<file path="config.mk">
export PLATFORM = sky130hd
export DESIGN_NAME = snes_ppu_reg_snoop_flat
export DESIGN_NICKNAME = d
export VERILOG_FILES = /design/src/rtl/snes_ppu_reg_snoop_pkg.sv /design/src/rtl/snes_ppu_reg_snoop_if.sv /design/src/rtl/snes_ppu_reg_snoop_bbus_write_detect.sv /design/src/rtl/snes_ppu_reg_snoop.sv /design/src/flat_wrapper.sv
export SDC_FILE = /design/constraint.sdc
export NUM_CORES = 1
export LEC_CHECK = 0
export CAP_MARGIN = 20
export CORE_MARGIN = 2
export CORE_UTILIZATION = 50
export DETAILED_ROUTE_END_ITERATION = 7
export HOLD_SLACK_MARGIN = 0.03
export PLACE_DENSITY = 0.75
export SYNTH_ARGS = -nofsm -noshare
export SYNTH_HDL_FRONTEND = slang
export SYNTH_HIERARCHICAL = 1
export SYNTH_SLANG_ARGS = --single-unit
</file>
<file path="constraint.sdc">
create_clock -name CLK_i -period 3.53 [get_ports CLK_i]
set_input_delay 0.8825 -clock CLK_i [delete_from_list [all_inputs] [get_ports CLK_i]]
set_output_delay 0.8825 -clock CLK_i [all_outputs]
set_load 0.005 [all_outputs]
</file>
<file path="src/rtl/snes_ppu_reg_snoop_pkg.sv">
// Shared types for the SNES PPU register snooper: B-bus addresses,
// display-state bundle, synchroniser sample and register-write helpers.
package snes_ppu_pkg;

    localparam logic [7:0] PPU_ADDR_INIDISP = 8'h00;
    localparam logic [7:0] PPU_ADDR_BGMODE  = 8'h05;
    localparam logic [7:0] PPU_ADDR_M7SEL   = 8'h1A;
    localparam logic [7:0] PPU_ADDR_SETINI  = 8'h33;

    typedef struct packed {
        logic [3:0] brightness;
        logic       force_blank;
        logic [2:0] bg_mode;
        logic       m7_over;
        logic       overscan;
        logic       interlace;
    } ppu_disp_t;

    localparam ppu_disp_t PPU_DISP_RST = '{4'hF, 1'b0, 3'd0, 1'b0, 1'b0, 1'b0};

    typedef struct packed {
        logic       vld;
        logic       vblank;
        logic [7:0] data;
        logic [7:0] addr;
        logic       pawr_n;
    } bbus_smp_t;

    localparam bbus_smp_t BBUS_SMP_RST = '{1'b0, 1'b0, 8'h00, 8'h00, 1'b1};

    function automatic logic ppu_addr_hit(logic [7:0] a);
        return (a == PPU_ADDR_INIDISP) || (a == PPU_ADDR_BGMODE) ||
               (a == PPU_ADDR_M7SEL)   || (a == PPU_ADDR_SETINI);
    endfunction

    function automatic ppu_disp_t ppu_apply(ppu_disp_t cur, logic we,
                                            logic [7:0] a, logic [7:0] d);
        ppu_disp_t r;
        r = cur;
        if (we) begin
            case (a)
                PPU_ADDR_INIDISP: begin
                    r.brightness  = d[3:0];
                    r.force_blank = d[7];
                end
                PPU_ADDR_BGMODE: r.bg_mode = d[2:0];
                PPU_ADDR_M7SEL:  r.m7_over = d[7] & ~d[6];
                PPU_ADDR_SETINI: begin
                    r.overscan  = d[2];
                    r.interlace = d[0];
                end
                default: ;
            endcase
        end
        return r;
    endfunction

endpackage

</file>
<file path="src/rtl/snes_ppu_reg_snoop_if.sv">
// SNES B-bus write-side signals plus PPU vblank, as seen by the snooper.
interface snes_ppu_reg_snoop_if;
    logic       pawr_n;
    logic [7:0] paddress;
    logic [7:0] data;
    logic       vblank;

    modport master (output pawr_n, paddress, data, vblank);
    modport slave  (input  pawr_n, paddress, data, vblank);
endinterface

</file>
<file path="src/rtl/snes_ppu_reg_snoop_bbus_write_detect.sv">
// B-bus synchroniser, PAWR_N low-width filter and rising-edge write detect.
// Events are registered; vblank rising edges come out on the same timing.
module bbus_write_detect
    import snes_ppu_pkg::*;
#(
    parameter int SYNC_STAGES = 2,
    parameter int MIN_LOW_CYC = 2
) (
    input  logic                 clk_i,
    input  logic                 rst_i,
    snes_ppu_reg_snoop_if.slave  bus,
    output logic                 wr_evt_o,
    output logic [7:0]           wr_addr_o,
    output logic [7:0]           wr_data_o,
    output logic                 vbl_rise_o
);

    localparam int LAST = SYNC_STAGES - 1;
    localparam int PREV = SYNC_STAGES - 2;
    localparam logic [4:0] MIN_C = 5'(MIN_LOW_CYC);

    bbus_smp_t  sync_q [SYNC_STAGES];
    logic [3:0] lowcnt_q, lowcnt_d;
    logic       armed_q, armed_d;
    logic       evt_d, evt_q;
    logic       vbl_d, vbl_q;
    logic [7:0] addr_q, data_q;

    // armed blocks a write that was already low across reset release
    always_comb begin
        lowcnt_d = 4'd0;
        armed_d  = armed_q;
        if (!sync_q[LAST].pawr_n)
            lowcnt_d = (lowcnt_q == 4'hF) ? 4'hF : lowcnt_q + 4'd1;
        if (sync_q[PREV].vld && sync_q[PREV].pawr_n)
            armed_d = 1'b1;
        evt_d = !sync_q[LAST].pawr_n && sync_q[PREV].pawr_n && armed_q &&
                (({1'b0, lowcnt_q} + 5'd1) >= MIN_C);
        vbl_d = sync_q[PREV].vblank && !sync_q[LAST].vblank;
    end

    always_ff @(posedge clk_i) begin
        if (rst_i) begin
            for (int i = 0; i < SYNC_STAGES; i++)
                sync_q[i] <= BBUS_SMP_RST;
            lowcnt_q <= 4'd0;
            armed_q  <= 1'b0;
            evt_q    <= 1'b0;
            vbl_q    <= 1'b0;
            addr_q   <= 8'h00;
            data_q   <= 8'h00;
        end else begin
            sync_q[0] <= '{1'b1, bus.vblank, bus.data, bus.paddress, bus.pawr_n};
            for (int i = 1; i < SYNC_STAGES; i++)
                sync_q[i] <= sync_q[i-1];
            lowcnt_q <= lowcnt_d;
            armed_q  <= armed_d;
            evt_q    <= evt_d;
            vbl_q    <= vbl_d;
            addr_q   <= sync_q[LAST].addr;
            data_q   <= sync_q[LAST].data;
        end
    end

    assign wr_evt_o   = evt_q;
    assign wr_addr_o  = addr_q;
    assign wr_data_o  = data_q;
    assign vbl_rise_o = vbl_q;

endmodule

</file>
<file path="src/rtl/snes_ppu_reg_snoop.sv">
// PPU display-register snooper top. Define PPU_SNOOP_VBL_LATCH_EN to stage
// writes in shadow registers that go live on the vblank rising edge.
module snes_ppu_reg_snoop
    import snes_ppu_pkg::*;
#(
    parameter int         SYNC_STAGES = 2,
    parameter int         MIN_LOW_CYC = 2,
    parameter logic [3:0] BRIGHT_RST  = 4'hF
) (
    input  logic                 CLK_i,
    input  logic                 RST_i,
    snes_ppu_reg_snoop_if.slave  bus_if,
    output logic [3:0]           BRIGHTNESS_o,
    output logic                 FORCE_BLANK_o,
    output logic [2:0]           BG_MODE_o,
    output logic                 OVER_o,
    output logic                 OVERSCAN_o,
    output logic                 INTERLACE_o,
    output logic                 WR_STB_o,
    output logic [15:0]          FRAME_CNT_o
);

    logic       wr_evt;
    logic [7:0] wr_addr, wr_data;
    logic       vbl_rise;

    bbus_write_detect #(
        .SYNC_STAGES (SYNC_STAGES),
        .MIN_LOW_CYC (MIN_LOW_CYC)
    ) u_detect (
        .clk_i      (CLK_i),
        .rst_i      (RST_i),
        .bus        (bus_if),
        .wr_evt_o   (wr_evt),
        .wr_addr_o  (wr_addr),
        .wr_data_o  (wr_data),
        .vbl_rise_o (vbl_rise)
    );

    ppu_disp_t   disp_rst;
    ppu_disp_t   live_q, live_d;
    logic        over_q, over_d;
    logic        stb_q, stb_d;
    logic [15:0] frame_q;

    always_comb begin
        disp_rst            = PPU_DISP_RST;
        disp_rst.brightness = BRIGHT_RST;
    end

`ifdef PPU_SNOOP_VBL_LATCH_EN
    ppu_disp_t shadow_q, shadow_d;

    // commit takes shadow_d so a same-cycle write bypasses straight to live
    always_comb begin
        shadow_d = ppu_apply(shadow_q, wr_evt, wr_addr, wr_data);
        live_d   = vbl_rise ? shadow_d : live_q;
    end

    always_ff @(posedge CLK_i) begin
        if (RST_i) shadow_q <= disp_rst;
        else       shadow_q <= shadow_d;
    end
`else
    always_comb begin
        live_d = ppu_apply(live_q, wr_evt, wr_addr, wr_data);
    end
`endif

    always_comb begin
        over_d = (live_d.bg_mode == 3'd7) && live_d.m7_over;
        stb_d  = wr_evt && ppu_addr_hit(wr_addr);
    end

    always_ff @(posedge CLK_i) begin
        if (RST_i) begin
            live_q  <= disp_rst;
            over_q  <= 1'b0;
            stb_q   <= 1'b0;
            frame_q <= 16'h0000;
        end else begin
            live_q <= live_d;
            over_q <= over_d;
            stb_q  <= stb_d;
            if (vbl_rise)
                frame_q <= frame_q + 16'd1;
        end
    end

    assign BRIGHTNESS_o  = live_q.brightness;
    assign FORCE_BLANK_o = live_q.force_blank;
    assign BG_MODE_o     = live_q.bg_mode;
    assign OVER_o        = over_q;
    assign OVERSCAN_o    = live_q.overscan;
    assign INTERLACE_o   = live_q.interlace;
    assign WR_STB_o      = stb_q;
    assign FRAME_CNT_o   = frame_q;

endmodule
</file>
<file path="src/flat_wrapper.sv">
// flat-port wrapper written by rule: the top's interface ports become plain ports
module snes_ppu_reg_snoop_flat import snes_ppu_pkg::*;
#(
    parameter int         SYNC_STAGES = 2,
    parameter int         MIN_LOW_CYC = 2,
    parameter logic [3:0] BRIGHT_RST  = 4'hF
)
  (CLK_i, RST_i, BRIGHTNESS_o, FORCE_BLANK_o, BG_MODE_o, OVER_o, OVERSCAN_o, INTERLACE_o, WR_STB_o, FRAME_CNT_o, bus_if_pawr_n, bus_if_paddress, bus_if_data, bus_if_vblank);
  snes_ppu_reg_snoop_if bus_if_i ();
  input  logic CLK_i;
  input  logic RST_i;
  output logic [3:0] BRIGHTNESS_o;
  output logic FORCE_BLANK_o;
  output logic [2:0] BG_MODE_o;
  output logic OVER_o;
  output logic OVERSCAN_o;
  output logic INTERLACE_o;
  output logic WR_STB_o;
  output logic [15:0] FRAME_CNT_o;
  input wire logic [$bits(bus_if_i.pawr_n)-1:0] bus_if_pawr_n;
  input wire logic [$bits(bus_if_i.paddress)-1:0] bus_if_paddress;
  input wire logic [$bits(bus_if_i.data)-1:0] bus_if_data;
  input wire logic [$bits(bus_if_i.vblank)-1:0] bus_if_vblank;
  assign bus_if_i.pawr_n = bus_if_pawr_n;
  assign bus_if_i.paddress = bus_if_paddress;
  assign bus_if_i.data = bus_if_data;
  assign bus_if_i.vblank = bus_if_vblank;
  snes_ppu_reg_snoop #(.SYNC_STAGES(SYNC_STAGES), .MIN_LOW_CYC(MIN_LOW_CYC), .BRIGHT_RST(BRIGHT_RST)) u_core (.CLK_i(CLK_i), .RST_i(RST_i), .bus_if(bus_if_i), .BRIGHTNESS_o(BRIGHTNESS_o), .FORCE_BLANK_o(FORCE_BLANK_o), .BG_MODE_o(BG_MODE_o), .OVER_o(OVER_o), .OVERSCAN_o(OVERSCAN_o), .INTERLACE_o(INTERLACE_o), .WR_STB_o(WR_STB_o), .FRAME_CNT_o(FRAME_CNT_o));
endmodule
</file>
==> results of run 1 <==
[final cells by class]
| cell class | count | area (um2) |
|---|---|---|
| fillers | 472 | 2020 |
| flip-flops and latches | 83 | 1660 |
| multi-input cells | 174 | 1150 |
| repair buffers | 47 | 460 |
| clock buffers | 9 | 124 |
| well taps | 72 | 90.1 |
| clock inverters | 7 | 75.1 |
| inverters | 7 | 26.3 |
[per-stage QoR]
| stage | worst slack, ps | hold slack, ps | util (%) | cell area (um2) | instances |
|---|---|---|---|---|---|
| floorplan | 1920 | 367 | - | 2950 | 281 |
| global placement | 1420 | 372 | 60.4 | 3390 | 383 |
| detailed placement | 1410 | 392 | 60.4 | 3390 | 383 |
| CTS | 1210 | 404 | 63.9 | 3580 | 399 |
| global route | 1160 | 405 | 63.9 | 3580 | 399 |
| finish | 1240 | 397 | 63.9 | 3580 | 399 |
[state kept, by name, summed over array words and instances (netlist names)]
register	cells
u_core/INTERLACE_o	1
u_core/FRAME_CNT_o	16
u_core/u_detect/sync_q	33
u_core/u_detect/wr_addr_o	8
u_core/u_detect/armed_q	1
u_core/live_q	1
u_core/OVER_o	1
u_core/u_detect/lowcnt_q	4
u_core/BRIGHTNESS_o	4
u_core/BG_MODE_o	3
u_core/FORCE_BLANK_o	1
u_core/u_detect/wr_evt_o	1
u_core/OVERSCAN_o	1
u_core/WR_STB_o	1
u_core/u_detect/vbl_rise_o	1
u_core/u_detect/wr_data_o	6
[path summary, 6_finish.rpt]
path,start,cells past startpoint,end,slack (ps)
worst max-delay path,u_core/FRAME_CNT_o[4]$_SDFFE_PP0P_,1,FRAME_CNT_o[4],1240
worst max register to register,u_core/FRAME_CNT_o[4]$_SDFFE_PP0P_,4,u_core/FRAME_CNT_o[15]$_SDFFE_PP0P_,1750
worst min register to register,u_core/u_detect/sync_q[0][36]$_SDFF_PP0_,1,u_core/u_detect/vbl_rise_o$_SDFF_PP0_,400
worst min-delay path,u_core/u_detect/sync_q[0][36]$_SDFF_PP0_,1,u_core/u_detect/vbl_rise_o$_SDFF_PP0_,400
[cells in the final DEF (no fill, tap or decap), drive strengths merged, types with 5 or more instances in the layout]
master	count
xnor2	5
nor2b	47
a21oi	6
xor2	5
nand3	11
dfxtp	83
clkbuf	9
nor2	26
nand2	12
inv	9
mux2i	12
clkdlybuf4s50	44
[layer usage]
metal / vias up / share of wire, % / global-route usage [%]
li1: 1015 / - / -
met1: 875 / 46 / 17.4
met2: 54 / 47 / 24.1
met3: 6 / 5.7 / 4.67
met4: 0 / 1.3 / 6.61
met5: - / 0 / 0
[power by group through the flow]
stage,sequential (mW),clock (mW),combinational (mW)
2_1_floorplan,0.990,0,0.0392
3_3_place_gp,0.992,0,0.0600
3_5_place_dp,0.993,0,0.0606
4_1_cts,0.971,0.685,0.0609
5_1_grt,0.974,0.730,0.0672
6_report,0.970,0.663,0.0600
==> run metrics, run 1 <==
run status=completed; Tot GR Track Use=between 10% and 20%; highest-delay cell along the critical path=clkdlybuf4s50_1; Max Buffers Root-to-Sink=2; Least-Margin Pin Slew=489 ps; post-CTS sizing=0; vias in the first global route=around 1600; setup repair bufs after CTS=0; H-tree depth=3; largest net degree at the start of global routing=29; Final Power=1.69 mW; CP max stage delay=560 ps; MaxCap Viol Count=0; fin crit share=64.8%; vias per inst=4.89; CP required=2650 ps; number of DRC markers in iteration 0=approximately 110; setup tns final=0 ps; CP top delay family=buffers and inverters; initial antenna violation count=0; Worst Skew=6.67 ps; CTS sink count=83; CP endpoint kind=primary output; drt wl/cell=10.6 um; via count=1950; Layout Nets=345; ANT nets after route=0; # DRC=0; syn avg cell area=10.5 um2; Setup violations, final=0; Inserted Clock Buffers=9; proportion of layout cells with a drive suffix above 1=about 8.9%; clock latency on the worst-skew pair=340 ps; Initial Util=between 50% and 60%; RSZ-0062 raised after global routing=false; Hold Violations, Final=0; Yosys warnings=6; die area=0.00654 mm2; port bufs=45; Peak VDD IR=0.325 mV; Synth Cell Area=0.00295 mm2; Max Fanout on Critical Path=7; switching part of the total=21.6%; crit-path cells=clkdlybuf4s50_1; pwr dens=472 mW/mm2; NetSw=366 uW; Area Overhead vs Synth=21.4%; num ports=48; CP arrival=1410 ps; startpoint types=flip-flop; P_int=roughly 1.3 mW; WS Path Type=flip-flop to primary output; number of diodes=0; Row Count=27; cts hold-fix bufs=0; die width=80.9 um; first-pass GRT wire length=~7300 um; leakage=approximately 1.4 nW; gpl congestion=0.851; Syn Inst Count=about 280; clk root buf=clkbuf_8; FMAX=about 0.44 GHz; core area=between 0.005 and 0.006 mm2; DRT Wirelength=4250 um; Comb pwr share=3.5%; Die Y=80.9 um; Mapped Nets=between 300 and 400; sequential power share=57.3%; TritonRoute pass-1 iters=4; clock slew at reported path FFs=80 ps; relative slew slack=67.4%; CTS tree=done; Worst Path Buf+Inv=1; Congestion Overflow GR=0; clock share of power=between 30% and 40%; HP Class=flip-flop to flip-flop; DP HPWL=3000 um; Final Max Slew Viols=0; post-route minimum period=2290 ps
Note: power is estimated with default switching activity, not from simulation.
==> run 2: changes to the inputs <==
- CORE_UTILIZATION: 50 -> 48
- clock period: 3.53 -> 1.98 ns (I/O delays scaled with it)
==> run metrics, run 2 (same netlist as run 1, synthesis figures left out) <==
die area=0.00679 mm2 (was 0.00654 mm2); clk root buf=clkbuf_8 (unchanged); gpl congestion=0.758 (was 0.851); post-route minimum period=~1800 ps; DRT Wirelength=4460 um (was 4250 um); RSZ-0062 raised after global routing=false (unchanged); leading cell types in the layout, fill and taps excluded=dfxtp_1 (83), nor2b_1 (47), clkdlybuf4s50_1 (44) (unchanged); MaxCap Viol Count=0 (unchanged); Top reg by flops=u_core/u_detect/sync_q (unchanged); CP endpoint kind=primary output (unchanged); drt wl/cell=11.0 um (was 10.6 um); die width=82.4 um (was 80.9 um); Final Power=3.04 mW (was 1.69 mW); leakage=1.40 nW (was 1.39 nW); fin crit share=93.4%; num ports=48 (unchanged); crit-path cells=buf_4, clkdlybuf4s50_1 (was clkdlybuf4s50_1); max FFs per register=33 (unchanged); startpoint types=flip-flop (unchanged); clock latency on the worst-skew pair=350 ps (was 340 ps); run status=completed (unchanged); PnR worst setup slack=131 ps (was 1240 ps); # placed instances=389 (was 383); Hold Violations, Final=0 (unchanged); CP arrival=1350 ps (was 1410 ps); Least-Margin Pin Slew=406 ps (was 489 ps); CP required=1480 ps (was 2650 ps); Tot GR Track Use=15.1% (was 14.6%); CP max stage delay=500 ps (was 560 ps); post-route insts no fill=405 (was 399); Row Count=28 (was 27); via count=1937 (was 1950); Max Buffers Root-to-Sink=2 (unchanged); largest net degree at the start of global routing=47 (was 29); initial antenna violation count=0 (unchanged); WS Path Type=flip-flop to primary output (unchanged); post-CTS sizing=0 (unchanged); fill count=513 (was 472); H-tree depth=3 (unchanged); proportion of layout cells with a drive suffix above 1=9.39% (was 8.87%); ANT nets after route=0 (unchanged); core area=0.00592 mm2 (was 0.00561 mm2); CTS sink count=83 (unchanged); vias in the first global route=1815 (was 1649); Setup violations, final=0 (unchanged); DP HPWL=3150 um (was 3000 um); Initial Util=49.9% (was 52.7%); port bufs=45 (unchanged); Worst Skew=7.96 ps (was 6.67 ps); pre-CTS setup slack=346 ps (was 1410 ps); first-pass GRT wire length=7700 um (was 7290 um); Layout Nets=348 (was 345); CTS tree=done (unchanged); FMAX=around 0.54 GHz; Congestion Overflow GR=0 (unchanged); setup repair bufs after CTS=0 (unchanged); relative slew slack=72.7% (was 67.4%); Inserted Clock Buffers=9 (unchanged); TritonRoute pass-1 iters=4 (unchanged); Peak VDD IR=0.452 mV (was 0.325 mV); clock slew at reported path FFs=80 ps (about the same); Area Overhead vs Synth=22.7% (was 21.4%); # DRC=0 (unchanged); Max Fanout on Critical Path=6 (was 7); pwr dens=839 mW/mm2 (was 472 mW/mm2); most common cell after layout, fill and taps aside=dfxtp_1 (unchanged); number of diodes=0 (unchanged); HP Class=flip-flop to flip-flop (unchanged); vias per inst=4.78 (was 4.89); highest-delay cell along the critical path=clkdlybuf4s50_1 (unchanged); cts hold-fix bufs=0 (unchanged); Die Y=82.4 um (was 80.9 um); Final Max Slew Viols=0 (unchanged); number of DRC markers in iteration 0=40 (was 109); setup tns final=0 ps (unchanged)
## run 2: cell types whose count changed in the layout (fill, tap and decap cells not counted), sizes merged
cell / previous run / this run
buf: 3 / 6
clkinv: 4 / 0
clkinvlp: 0 / 2
clkbuf: 9 / 10
inv: 9 / 10
## run 2: cell type report
type                    count  area, um2  share of cell area [%]
flip-flops and latches     83       1660                    45.9
multi-input cells         174       1150                    31.7
repair buffers             50        495                    13.7
clock buffers              10        128                    3.52
well taps                  75       93.8                    2.59
clock inverters             6       71.3                    1.97
inverters                   7       26.3                   0.725
## run 2: per-stage QoR
step	instance area, um2	hold WS (ps)	utilization [%]
6_report	3620	391	61.2
2_1_floorplan	2950	367	-
3_5_place_dp	3420	380	57.8
5_1_grt	3620	418	61.2
3_3_place_gp	3420	372	57.8
4_1_cts	3620	396	61.2
## run 2: report_power, final
group          leakage (nW)  switching (mW)  internal [mW]  total (mW)
combinational         0.624          0.0448         0.0683       0.113
sequential            0.678          0.0193           1.71        1.73
clock                0.0939           0.600          0.596        1.20
## run 2: path summary, 6_finish.rpt
kind | start | to | slack [ps] | cells past startpoint
max | u_core/FRAME_CNT_o[4]$_SDFFE_PP0P_ | FRAME_CNT_o[4] | 130 | 2
min | u_core/u_detect/sync_q[0][36]$_SDFF_PP0_ | u_core/u_detect/vbl_rise_o$_SDFF_PP0_ | 390 | 1
max reg2reg | u_core/u_detect/vbl_rise_o$_SDFF_PP0_ | u_core/FRAME_CNT_o[15]$_SDFFE_PP0P_ | 320 | 4
min reg2reg | u_core/u_detect/sync_q[0][36]$_SDFF_PP0_ | u_core/u_detect/vbl_rise_o$_SDFF_PP0_ | 390 | 1
## run 2: worst max-delay path, delay by kind of cell (launching register included)
| kind | cells | cell delay [ps] |
|---|---|---|
| buf+inv | 2 | 660 |
| flops | 1 | 340 |
## run 2: routing by layer
metal / wire length [um] / global-route usage [%] / vias to the layer above
li1: - / - / 1015
met5: 0 / 0 / -
met2: 2020 / 24.4 / 49
met1: 2110 / 17.7 / 860
met3: 179 / 3.59 / 13
met4: 148 / 10.5 / 0
